--- src/rtl/lsu_dccm_req_ctl_if.sv ---
`default_nettype none
//------------------------------------------------------------------------------
// Module   : lsu_dccm_req_ctl_if
// Purpose  : Bundles the request, response and DCCM pin signals of the
//            LSU-to-DCCM request controller.
// Revision : 1.0 - initial release
//------------------------------------------------------------------------------
// Signals
//   req_valid/req_ready      request handshake (LSU -> controller)
//   req_write                1=store, 0=load
//   req_addr[DCCM_BITS]      byte address, [1:0] ignored
//   req_wdata[DATA_W]        store data
//   req_be[DATA_W/8]         store byte enables
//   rsp_valid/rsp_ready      response handshake (controller -> LSU)
//   rsp_rdata[DATA_W]        load data, 0 for stores
//   dccm_rden/dccm_wren      DCCM read / write strobes
//   dccm_rd_addr_lo/hi       DCCM read address (identical copies)
//   dccm_wr_addr             DCCM write address
//   dccm_wr_data             DCCM write data
//   dccm_rd_data_lo          DCCM read data, valid the cycle after dccm_rden
// Modports
//   master : the controller (drives ready/response/DCCM strobes)
//   slave  : the surrounding LSU pipe and DCCM array
//------------------------------------------------------------------------------
interface lsu_dccm_req_ctl_if #(
  parameter int DCCM_BITS = 16,
  parameter int DATA_W    = 32
);
  logic                   req_valid;
  logic                   req_ready;
  logic                   req_write;
  logic [DCCM_BITS-1:0]   req_addr;
  logic [DATA_W-1:0]      req_wdata;
  logic [DATA_W/8-1:0]    req_be;

  logic                   rsp_valid;
  logic                   rsp_ready;
  logic [DATA_W-1:0]      rsp_rdata;

  logic                   dccm_rden;
  logic                   dccm_wren;
  logic [DCCM_BITS-1:0]   dccm_rd_addr_lo;
  logic [DCCM_BITS-1:0]   dccm_rd_addr_hi;
  logic [DCCM_BITS-1:0]   dccm_wr_addr;
  logic [DATA_W-1:0]      dccm_wr_data;
  logic [DATA_W-1:0]      dccm_rd_data_lo;

  modport master (
    input  req_valid, req_write, req_addr, req_wdata, req_be,
    output req_ready,
    output rsp_valid, rsp_rdata,
    input  rsp_ready,
    output dccm_rden, dccm_wren, dccm_rd_addr_lo, dccm_rd_addr_hi,
    output dccm_wr_addr, dccm_wr_data,
    input  dccm_rd_data_lo
  );

  modport slave (
    output req_valid, req_write, req_addr, req_wdata, req_be,
    input  req_ready,
    input  rsp_valid, rsp_rdata,
    output rsp_ready,
    input  dccm_rden, dccm_wren, dccm_rd_addr_lo, dccm_rd_addr_hi,
    input  dccm_wr_addr, dccm_wr_data,
    output dccm_rd_data_lo
  );
endinterface
`default_nettype wire

--- src/rtl/lsu_dccm_req_ctl.sv ---
`default_nettype none
//------------------------------------------------------------------------------
// Module   : lsu_dccm_req_ctl
// Purpose  : Initiator-side DCCM request controller. Accepts one load/store
//            at a time, sequences dccm_rden/dccm_wren, performs
//            read-modify-write for partial stores and returns exactly one
//            response per request.
// Revision : 1.0 - initial release
//------------------------------------------------------------------------------
// Ports
//   clk  in  core clock
//   rst  in  synchronous reset, active-high
//   bus  lsu_dccm_req_ctl_if.master - request/response handshakes and the
//        DCCM pins (see interface header for the signal list)
//------------------------------------------------------------------------------
module lsu_dccm_req_ctl #(
  parameter int DCCM_BITS = 16,
  parameter int DATA_W    = 32
) (
  input  logic                  clk,
  input  logic                  rst,
  lsu_dccm_req_ctl_if.master    bus
);

  localparam int BE_W = DATA_W / 8;
  // Forces word alignment when the address is captured.
  localparam logic [DCCM_BITS-1:0] ADDR_MASK = {{(DCCM_BITS-2){1'b1}}, 2'b00};

  typedef enum logic [2:0] {
    ST_IDLE    = 3'd0,
    ST_RD      = 3'd1,
    ST_RD_CAP  = 3'd2,
    ST_RMW_RD  = 3'd3,
    ST_RMW_CAP = 3'd4,
    ST_WR      = 3'd5,
    ST_RSP     = 3'd6
  } state_e;

  state_e                 state_q, state_d;
  logic [DCCM_BITS-1:0]   addr_q, addr_d;
  logic [DATA_W-1:0]      wdata_q, wdata_d;     // store data, later the merged word
  logic [BE_W-1:0]        be_q, be_d;
  logic [DATA_W-1:0]      rsp_rdata_q, rsp_rdata_d;
  logic                   rden_q, rden_d;
  logic                   wren_q, wren_d;
  logic                   rsp_valid_q, rsp_valid_d;
  logic [DATA_W-1:0]      merged_data;

  // Byte-lane merge of the store data over the word just read back.
  for (genvar i = 0; i < BE_W; i++) begin : g_lane
    assign merged_data[8*i +: 8] = be_q[i] ? wdata_q[8*i +: 8]
                                           : bus.dccm_rd_data_lo[8*i +: 8];
  end

  always_comb begin
    state_d     = state_q;
    addr_d      = addr_q;
    wdata_d     = wdata_q;
    be_d        = be_q;
    rsp_rdata_d = rsp_rdata_q;

    unique case (state_q)
      ST_IDLE: begin
        if (bus.req_valid) begin
          addr_d      = bus.req_addr & ADDR_MASK;
          wdata_d     = bus.req_wdata;
          be_d        = bus.req_be;
          rsp_rdata_d = '0;               // store responses carry zero data
          if (!bus.req_write)      state_d = ST_RD;
          else if (&bus.req_be)    state_d = ST_WR;
          else if (|bus.req_be)    state_d = ST_RMW_RD;
          else                     state_d = ST_RSP;   // nothing to write
        end
      end
      ST_RD:      state_d = ST_RD_CAP;
      ST_RD_CAP: begin
        rsp_rdata_d = bus.dccm_rd_data_lo;
        state_d     = ST_RSP;
      end
      ST_RMW_RD:  state_d = ST_RMW_CAP;
      ST_RMW_CAP: begin
        wdata_d = merged_data;
        state_d = ST_WR;
      end
      ST_WR:      state_d = ST_RSP;
      ST_RSP: begin
        if (bus.rsp_ready) state_d = ST_IDLE;
      end
      default:    state_d = ST_IDLE;
    endcase

    // Strobes are decoded from the next state so they leave a flop aligned
    // with the state they belong to.
    rden_d      = (state_d == ST_RD) || (state_d == ST_RMW_RD);
    wren_d      = (state_d == ST_WR);
    rsp_valid_d = (state_d == ST_RSP);
  end

  always_ff @(posedge clk) begin
    if (rst) begin
      state_q     <= ST_IDLE;
      addr_q      <= '0;
      wdata_q     <= '0;
      be_q        <= '0;
      rsp_rdata_q <= '0;
      rden_q      <= 1'b0;
      wren_q      <= 1'b0;
      rsp_valid_q <= 1'b0;
    end else begin
      state_q     <= state_d;
      addr_q      <= addr_d;
      wdata_q     <= wdata_d;
      be_q        <= be_d;
      rsp_rdata_q <= rsp_rdata_d;
      rden_q      <= rden_d;
      wren_q      <= wren_d;
      rsp_valid_q <= rsp_valid_d;
    end
  end

  // Gated by rst so the port reads 0 while reset is held and 1 as soon as
  // it is released.
  assign bus.req_ready       = (state_q == ST_IDLE) && !rst;
  assign bus.rsp_valid       = rsp_valid_q;
  assign bus.rsp_rdata       = rsp_rdata_q;
  assign bus.dccm_rden       = rden_q;
  assign bus.dccm_wren       = wren_q;
  assign bus.dccm_rd_addr_lo = addr_q;
  assign bus.dccm_rd_addr_hi = addr_q;
  assign bus.dccm_wr_addr    = addr_q;
  assign bus.dccm_wr_data    = wdata_q;

endmodule
`default_nettype wire

--- src/flat_wrapper.sv ---
// flat-port wrapper written by rule: the top's interface ports become plain ports
module lsu_dccm_req_ctl_flat 
#(
  parameter int DCCM_BITS = 16,
  parameter int DATA_W    = 32
)
  (clk, rst, bus_req_valid, bus_req_write, bus_req_addr, bus_req_wdata, bus_req_be, bus_req_ready, bus_rsp_valid, bus_rsp_rdata, bus_rsp_ready, bus_dccm_rden, bus_dccm_wren, bus_dccm_rd_addr_lo, bus_dccm_rd_addr_hi, bus_dccm_wr_addr, bus_dccm_wr_data, bus_dccm_rd_data_lo);
  lsu_dccm_req_ctl_if #(.DCCM_BITS(DCCM_BITS), .DATA_W(DATA_W)) bus_i ();
  input  logic clk;
  input  logic rst;
  input wire logic [$bits(bus_i.req_valid)-1:0] bus_req_valid;
  input wire logic [$bits(bus_i.req_write)-1:0] bus_req_write;
  input wire logic [$bits(bus_i.req_addr)-1:0] bus_req_addr;
  input wire logic [$bits(bus_i.req_wdata)-1:0] bus_req_wdata;
  input wire logic [$bits(bus_i.req_be)-1:0] bus_req_be;
  output wire logic [$bits(bus_i.req_ready)-1:0] bus_req_ready;
  output wire logic [$bits(bus_i.rsp_valid)-1:0] bus_rsp_valid;
  output wire logic [$bits(bus_i.rsp_rdata)-1:0] bus_rsp_rdata;
  input wire logic [$bits(bus_i.rsp_ready)-1:0] bus_rsp_ready;
  output wire logic [$bits(bus_i.dccm_rden)-1:0] bus_dccm_rden;
  output wire logic [$bits(bus_i.dccm_wren)-1:0] bus_dccm_wren;
  output wire logic [$bits(bus_i.dccm_rd_addr_lo)-1:0] bus_dccm_rd_addr_lo;
  output wire logic [$bits(bus_i.dccm_rd_addr_hi)-1:0] bus_dccm_rd_addr_hi;
  output wire logic [$bits(bus_i.dccm_wr_addr)-1:0] bus_dccm_wr_addr;
  output wire logic [$bits(bus_i.dccm_wr_data)-1:0] bus_dccm_wr_data;
  input wire logic [$bits(bus_i.dccm_rd_data_lo)-1:0] bus_dccm_rd_data_lo;
  assign bus_i.req_valid = bus_req_valid;
  assign bus_i.req_write = bus_req_write;
  assign bus_i.req_addr = bus_req_addr;
  assign bus_i.req_wdata = bus_req_wdata;
  assign bus_i.req_be = bus_req_be;
  assign bus_req_ready = bus_i.req_ready;
  assign bus_rsp_valid = bus_i.rsp_valid;
  assign bus_rsp_rdata = bus_i.rsp_rdata;
  assign bus_i.rsp_ready = bus_rsp_ready;
  assign bus_dccm_rden = bus_i.dccm_rden;
  assign bus_dccm_wren = bus_i.dccm_wren;
  assign bus_dccm_rd_addr_lo = bus_i.dccm_rd_addr_lo;
  assign bus_dccm_rd_addr_hi = bus_i.dccm_rd_addr_hi;
  assign bus_dccm_wr_addr = bus_i.dccm_wr_addr;
  assign bus_dccm_wr_data = bus_i.dccm_wr_data;
  assign bus_i.dccm_rd_data_lo = bus_dccm_rd_data_lo;
  lsu_dccm_req_ctl #(.DCCM_BITS(DCCM_BITS), .DATA_W(DATA_W)) u_core (.clk(clk), .rst(rst), .bus(bus_i));
endmodule
--- config.mk ---
export PLATFORM = sky130hd
export DESIGN_NAME = lsu_dccm_req_ctl_flat
export DESIGN_NICKNAME = d
export VERILOG_FILES = /design/src/rtl/lsu_dccm_req_ctl_if.sv /design/src/rtl/lsu_dccm_req_ctl.sv /design/src/flat_wrapper.sv
export SDC_FILE = /design/constraint.sdc
export NUM_CORES = 1
export LEC_CHECK = 0
export ABC_AREA = 1
export CORE_MARGIN = 4
export CORE_UTILIZATION = 35
export DETAILED_ROUTE_END_ITERATION = 16
export PLACE_DENSITY_LB_ADDON = 0.08
export SYNTH_ARGS = -nofsm -noshare
export SYNTH_HDL_FRONTEND = slang
export SYNTH_SLANG_ARGS = --single-unit
--- constraint.sdc ---
create_clock -name clk -period 1.4 [get_ports clk]
set_input_delay 0.14 -clock clk [delete_from_list [all_inputs] [get_ports clk]]
set_output_delay 0.14 -clock clk [all_outputs]
set_load 0.01 [all_outputs]
# Word-level counts from Yosys, hierarchy flattened
# Cells that the tools add are included.
# word_totals
out_inout_bits	116
wordCells	55
ff_bits	88
# op_classes
eq_ne	15
mux	14
n_reduce_logical	15
# op_table
op	count
$pmux W32 S2	2
$mux W32	2
$mux W8	4
$pmux W3 S6	1
$eq A3 B3 Y1 const B	5
$mux W3	5
$reduce_and A3 Y1	4
$ne A2 B2 Y1 const B	5
$eq A3 B2 Y1 const B	3
$eq A3 B1 Y1 const B	2
$reduce_and A2 Y1	2
$reduce_and A4 Y1	1
$reduce_bool A2 Y1	2
$reduce_or A4 Y1	1
$logic_not A3 Y1	1
$reduce_or A2 Y1	1
$logic_and A1 B1 Y1	1
$logic_not A1 Y1	1
$logic_or A1 B1 Y1	1

# Logic depth before layout (Yosys ltp)
# Gate-level depths: netlist of run 1.
# depth
depth_word	8
mapped_depth	9

# Worst setup path before layout of run 1
# OpenSTA, ideal clock, no wires.
# synth_path
path_type	reg-to-reg
start	register u_core.state_q[1]
end	register u_core.wdata_q[0] (netlist: u_core.bus.dccm_wr_data[0])
synth_period_minus_slack_ns	1.231
setup_time_ns	0.116
stages_incl_launch_ff	8
arrival_ns	1.115
setup_slack_ns	0.169
path_cell_list	dfxtp_1 -> nor2_4 -> nand2_1 -> buf_6 -> o21ai_4 -> inv_2 -> nor2_1 -> nor2_1
# synth_via
elab_chain_len	3
# synth_rtl
element	line	source
start, declared	lsu_dccm_req_ctl.sv:39	state_e state_q, state_d;
start signal, assigned	lsu_dccm_req_ctl.sv:110	state_q <= state_d;
$eq A3 B3 Y1 / $logic_not A3 Y1 (equally long branches)	lsu_dccm_req_ctl.sv:62	unique case (state_q)
$ne A2 B2 Y1 (no line) / $reduce_bool A2 Y1 (equally long branches)	--	
$reduce_and A3 Y1 (no line)	--	
end signal, assigned	lsu_dccm_req_ctl.sv:112	wdata_q <= wdata_d;
end, declared	lsu_dccm_req_ctl.sv:41	logic [DATA_W-1:0] wdata_q, wdata_d;
# Parallel ways exist; a longest one is shown, timed or not.
# A chain may end at the register's enable or synchronous reset.

# Worst setup path after layout of run 1
# layout_path
start	register u_core.state_q[0]
end	register u_core.addr_q[2] (netlist: u_core.bus.dccm_rd_addr_hi[2])
# layout_via
elab_chain_len	2
# layout_rtl
element	line	source
$logic_not A3 Y1	lsu_dccm_req_ctl.sv:62	
$reduce_and A2 Y1 (no line)	--	
end signal, assigned	lsu_dccm_req_ctl.sv:111	addr_q <= addr_d;
end, declared	lsu_dccm_req_ctl.sv:40	logic [DCCM_BITS-1:0] addr_q, addr_d;
# No other way between the ends.

==> results by group, run 1 <==
Route
  • DR vias/cell: 4.76
  • Router iterations before antenna repair: 7
  • # DRC: 0
  • Via total after detailed routing: between 4000 and 5000
  • DR iter-0 viols: roughly 180
  • Post-DRT Antenna Nets: 0
  • WL final: 14.0 mm
  • DR WL/cell: ~16 µm

Cells and area
  • Seq. cell area: about 0.0018 mm²
  • Share of cells above drive strength 1: approximately an eighth
  • Area Growth Syn to Fin: 67.2%
  • N_diodes: 0
  • Multi-input gate area in the final layout: 0.00184 mm²
  • Filler cells: between 900 and 1000
  • Final nets: ~830
  • Final instance area: 0.00665 mm²

Status
  • Failing checks: setup timing
  • Status: complete, but fails checks

Worst setup path
  • Critical Path RT: approximately 1.6 ns
  • Element type at the critical path start: register
  • Kind of critical path: reg2reg
  • CP Capture Type: register
  • Crit path capture: u_core.bus.dccm_rd_addr_hi[2]
  • Reg2reg end: u_core.bus.dccm_rd_addr_hi[2]
  • Cells on worst reg2reg path: 7
  • Worst reg-to-reg setup slack: -0.006 ns
  • CP Max Fanout: 23
  • CP startpoint: u_core.state_q[0]
  • CP Data Arrival Time: 1.61 ns
  • Start of the worst register-to-register path: u_core.state_q[0]

Floorplan
  • Std-Cell Rows: 38
  • Core area: 0.0110 mm²
  • Chip Width: ~110 µm
  • I/O pins: between 200 and 250
  • Die ar.: 0.0131 mm²
  • Die Y-Extent: between 100 and 150 µm
  • Initial Utilization: a little over a third

Synth
  • Synth unique cells: 21
  • Post-synthesis sequential area ratio: around 44%
  • Synthesized area: about 0.004 mm²
  • FF+latch count, synth: between 80 and 90
  • Synth Area per Inst: between 7 and 8 µm²
  • YS warnings: 0
  • Syn Inst Count: between 500 and 600

Clock network
  • Hold buffers post-CTS: 0
  • CTS Buf Count: 9
  • Clock Tree Root: clkbuf_16
  • Clk_lat worst skew: between 0.3 and 0.4 ns
  • Max clock buf depth: 2
  • Clk sink count: 88
  • Reg clk slew, reported paths: roughly 0.060 ns
  • H-tree depth: 3
  • CTS tree: yes

GRT
  • Met3 Usage GRT: roughly 4.0%
  • Met2 usage: between 30 and 40%
  • All-layer global routing usage: about a fifth
  • GRT Max-Usage Layer: met2
  • Vias in the first global route: slightly below 4000
  • Remaining global-route overflow: 0
  • Antenna violations before repair: 0
  • GR Util met1: a little over a quarter
  • Largest net degree at the start of global routing: 48
  • First-pass GRT wire length: between 20 and 25 mm

STA
  • Fin crit period: approximately 1.4 ns
  • Final slew viol count: 0
  • Unrepaired setup endpoints after global routing: true
  • Final WS setup: -0.00576 ns
  • Final worst path period share: 100%
  • Endpoints failing setup: 3
  • Final hold violation count: 0
  • Clk_skew: about 0.0054 ns
  • Slew @ Worst Pin: between 0.5 and 0.6 ns
  • Worst slew margin: roughly 62%
  • Fmax: slightly above 700 MHz

Hold path
  • Min-delay worst type: in2reg

Run
  • MaxCap Viol Count: 0

Placed design
  • Pre-CTS WS: -0.160 ns
  • Port bufs: 196
  • RePlAce Congestion: about 0.86
  • Post-DP HPWL: roughly 10 mm
  • Placed cell areas: just under 0.006 mm²

Pwr
  • Leak: between 3 and 4 nW
  • Maximum VDD drop: between 0.6 and 0.7 mV
  • Power density over the cells: roughly 1400 mW/mm²
==> how the worst min path moves through the flow <==
stage	cells after the start	slack, ns	endpoint	startpoint
2_1_floorplan	2	0.28	u_core.bus.dccm_rd_addr_hi[15]	bus_req_addr[15]
3_3_place_gp	2	0.47	u_core.bus.rsp_rdata[22]	u_core.bus.rsp_rdata[22]
3_5_place_dp	2	0.47	u_core.bus.rsp_rdata[21]	u_core.bus.rsp_rdata[21]
4_1_cts	5	0.33	u_core.bus.dccm_wr_data[27]	rst
5_1_grt	5	0.36	u_core.bus.dccm_wr_data[26]	rst
6_report	5	0.34	u_core.bus.dccm_wr_data[0]	rst
==> registers in the layout (all words and copies together) (netlist names) <==
name / flops
u_core.be_q: 4
u_core.bus.dccm_wr_data: 32
u_core.bus.rsp_valid: 1
u_core.bus.dccm_wren: 1
u_core.bus.dccm_rden: 1
u_core.bus.dccm_rd_addr_hi: 14
u_core.state_q: 3
u_core.bus.rsp_rdata: 32
==> cell families after synthesis <==
| kind of cell | count (synthesis) | synth area share (%) |
|---|---|---|
| buf+inv | 87 | 13.0 |
| flops | 88 | 44.3 |
| compound gates | 92 | 12.7 |
| simple gates | 286 | 29.9 |
| other cells | 1 | 0.0943 |
==> report_power, final <==
part	internal, mW	total (mW)	switching (mW)	leakage (nW)
logic	1.83	3.66	1.83	2.70
clock network	1.25	2.20	0.957	0.130
registers	2.92	3.21	0.283	0.722
==> placed cells by master (no fill, tap or decap), drive strengths merged <==
cell / n
clkdlybuf4s50: 123
clkinv: 2
o21ai: 42
nor2: 77
conb: 6
nand4: 2
clkinvlp: 2
buf: 35
nand2: 139
a21oi: 50
nand3: 68
inv: 20
dfxtp: 88
dlymetal6s2s: 52
dlygate4sd2: 19
nor3: 1
clkbuf: 15
==> synth_stat cells, drive strengths merged <==
cell type / n / area [µm²]
nand2: 139 / 524
dfxtp: 88 / 1760
nor2: 77 / 299
nand3: 67 / 348
buf: 54 / 392
a21oi: 50 / 250
o21ai: 42 / 255
inv: 21 / 81.3
clkbuf: 12 / 45.0
nand4: 2 / 12.5
conb: 1 / 3.75
nor3: 1 / 5.00
==> layer usage <==
layer / part of all wire, % / up-vias
met5: 0 / -
met3: 7.7 / 19
met2: 47 / 161
met1: 43 / 1892
met4: 1.7 / 0
li1: - / 2119
==> per-stage QoR <==
step	hold WS, ns	utilization [%]	instances	power (mW)	setup TNS, ns
after CTS	0.331	57.0	871	8.78	-0.0831
after global routing	0.360	60.5	881	9.56	-3.30
after detailed placement	0.472	54.2	851	6.52	-8.93
final	0.340	60.5	881	9.07	-0.0127
after floorplan	0.283	-	559	4.89	0
after global placement	0.466	54.2	851	6.48	-6.65
==> layout make-up <==
type / count / share of cell area (%)
clock buffers: 13 / 3.76
clock inverters: 3 / 0.263
inverters: 21 / 1.35
multi-input cells: 385 / 27.6
flip-flops and latches: 88 / 26.5
well taps: 140 / 2.63
repair buffers: 231 / 37.8
==> critical path, cell delays in order, from the launching register on <==
cell and delay (ns):
dfxtp_2 0.34, nor2_4 0.17, buf_6 0.14, nand3_4 0.11, buf_12 0.17, clkbuf_16 0.19
nand2_1 0.10, a21oi_2 0.06
==> what timing repair did <==
item / in CTS / in global routing
cloned: 1 / 2
endpoints found under the hold margin: 0 / 0
pin swaps: 0 / 22
setup endpoints to repair: 100 / 126
gates resized for setup: 26 / 118
buffers inserted: 3 / 8
(Power assumes the default switching activity.)
==> run 2: changes to the inputs <==
--- a/config.mk
+++ b/config.mk
@@ -13,3 +13,4 @@
 export SYNTH_ARGS = -nofsm -noshare
 export SYNTH_HDL_FRONTEND = slang
 export SYNTH_SLANG_ARGS = --single-unit
+export TNS_END_PERCENT = 20
==> results by group, run 2 (synthesized netlist as in run 1, its figures left out) <==
Status
  • Status: finished clean

Worst setup path
  • Cell chain of the critical path: clkdlybuf4s50_1
  • CP Capture Type: output port
  • CP peak stage delay: between 0.5 and 0.6 ns
  • CP Max Fanout: 2
  • Slowest cell on crit path: clkdlybuf4s50_1
  • Element type at the critical path start: register
  • CP Data Arrival Time: about 1.2 ns
  • Worst path depth: 1
  • WP buf/inv: 1
  • Largest delay share family, worst path: buffers and inverters
  • Kind of critical path: reg2out
  • Critical Path RT: 1.26 ns
  • Cells on worst reg2reg path: 8

Clock network
  • Hold buffers post-CTS: 0
  • Reg clk slew, reported paths: ~0.060 ns
  • CTS Buf Count: 9
  • Clock Tree Root: clkbuf_16
  • Clk sink count: roughly 90
  • Max clock buf depth: 2
  • Clk_lat worst skew: 0.34 ns
  • H-tree depth: 3
  • CTS tree: yes

Floorplan
  • Std-Cell Rows: 38
  • Core area: 0.0110 mm²
  • Die ar.: around 0.013 mm²
  • Initial Utilization: between 30% and 40%
  • I/O pins: 205
  • Chip Width: ~110 µm
  • Die Y-Extent: 115 µm

Placed design
  • Cells after DPL: ~850
  • Placed cell areas: around 0.006 mm²
  • Post-DP HPWL: approximately 10 mm
  • RePlAce Congestion: 0.860
  • Port bufs: about 200

Run
  • MaxCap Viol Count: 0

STA
  • Fmax: slightly above 700 MHz
  • Clk_skew: 0.00627 ns
  • Unrepaired setup endpoints after global routing: true
  • Final slew viol count: 0
  • Min Hold Slack: 0.329 ns
  • Final hold violation count: 0
  • Fin crit period: between 1 and 1.5 ns
  • Final worst path period share: approximately 100%
  • Endpoints failing setup: 0
  • Worst slew margin: between 60 and 70%
  • Slew @ Worst Pin: about 0.55 ns

Cells and area
  • Final instance area: around 0.0066 mm²
  • Most frequent cells in the layout: 136 x nand2_1, 129 x clkdlybuf4s50_1, 84 x dfxtp_1
  • Share of cells above drive strength 1: 11.3%
  • Area Growth Syn to Fin: 65.2%
  • Final nets: approximately 830
  • N_diodes: 0
  • Leading cell type in the layout, fill and taps excluded: nand2_1
  • Final Util: about three fifths
  • Finished Layout Cells: between 800 and 900

Pwr
  • Power density over the cells: between 1000 and 1500 mW/mm²
  • Leak: between 3 and 4 nW
  • Maximum VDD drop: 0.680 mV

Route
  • Via total after detailed routing: 4194
  • # DRC: 0
  • DR vias/cell: approximately 4.8
  • Router iterations before antenna repair: 5
  • WL final: approximately 14 mm
  • DR iter-0 viols: about 220
  • DR WL/cell: ~16 µm
  • Post-DRT Antenna Nets: 0

Hold path
  • Min-delay worst type: in2reg
  • Hold depth: 5

GRT
  • Remaining global-route overflow: 0
  • Antenna violations before repair: 0
  • First-pass GRT wire length: around 20 mm
  • Vias in the first global route: between 3000 and 4000
  • Largest net degree at the start of global routing: between 40 and 50
  • All-layer global routing usage: between 10% and 20%
==> run 2: changes by cell type in the layout (fill, tap and decap cells not counted), moves of 3 or more <==
| cell | before | now |
|---|---|---|
| o21ai_0 | 14 | 31 |
| o21ai_2 | 14 | 5 |
| o21ai_1 | 10 | 2 |
| buf_4 | 14 | 20 |
| buf_6 | 9 | 3 |
| clkdlybuf4s50_1 | 123 | 129 |
| dlymetal6s2s_1 | 52 | 46 |
| a21oi_1 | 43 | 47 |
| a21oi_2 | 7 | 3 |
| nand2_1 | 133 | 136 |
| nand2_2 | 5 | 2 |
==> run 2: what timing repair did <==
| action | CTS | global route |
|---|---|---|
| endpoints found under the setup margin | 100 | 126 |
| cloned | 1 | 2 |
| setup buffers | 3 | 9 |
| resized for setup | 26 | 76 |
| pin swaps | 0 | 9 |
==> run 2: layout make-up <==
cell class | count | area, µm²
inverter | 21 | 83.8
sequential | 88 | 1770
multi-input combinational | 385 | 1780
timing repair buffer | 232 | 2490
clock inverter | 3 | 17.5
clock buffer | 13 | 250
fill | 1013 | 4410
tap | 140 | 175
==> run 2: power by group <==
group	total (mW)	switching, mW	internal (mW)
Clock	2.21	0.958	1.25
Sequential	3.19	0.261	2.92
Combinational	3.57	1.79	1.79
==> run 2: worst paths after layout <==
check                           start                          end  slack (ns)
max          u_core.bus.rsp_rdata[20]            bus_rsp_rdata[20]        0.02
min                               rst  u_core.bus.dccm_wr_data[20]        0.33
max reg2reg         u_core.state_q[0]  u_core.bus.dccm_wr_data[10]        0.03
min reg2reg  u_core.bus.rsp_rdata[23]     u_core.bus.rsp_rdata[23]        0.47
==> run 2: stage by stage <==
| step | TNS [ns] | total power [mW] | worst slack (ns) |
|---|---|---|---|
| final | 0 | 8.97 | 0.0172 |
| after global routing | -0.426 | 9.46 | -0.0491 |
| after CTS | -0.0831 | 8.78 | -0.0266 |
| after detailed placement | -8.93 | 6.52 | -0.160 |
| after global placement | -6.65 | 6.48 | -0.111 |
| after floorplan | 0 | 4.89 | 0.169 |
==> run 2: per-layer routing <==
| metal | vias to the layer above | routed length [µm] | global-route usage [%] |
|---|---|---|---|
| met4 | 0 | 244 | 7.13 |
| met3 | 15 | 1090 | 4.02 |
| li1 | 2121 | - | - |
| met5 | - | 0 | 0 |
| met2 | 181 | 6550 | 30.5 |
| met1 | 1877 | 5990 | 26.7 |
==> run 3: changes to the inputs <==
--- a/config.mk
+++ b/config.mk
@@ -10,6 +10,7 @@
 export CORE_UTILIZATION = 35
 export DETAILED_ROUTE_END_ITERATION = 16
 export PLACE_DENSITY_LB_ADDON = 0.08
+export SLEW_MARGIN = 10
 export SYNTH_ARGS = -nofsm -noshare
 export SYNTH_HDL_FRONTEND = slang
 export SYNTH_SLANG_ARGS = --single-unit
==> results of run 3 <==
No change in the layout: final DEF, timing and power equal those of run 2.
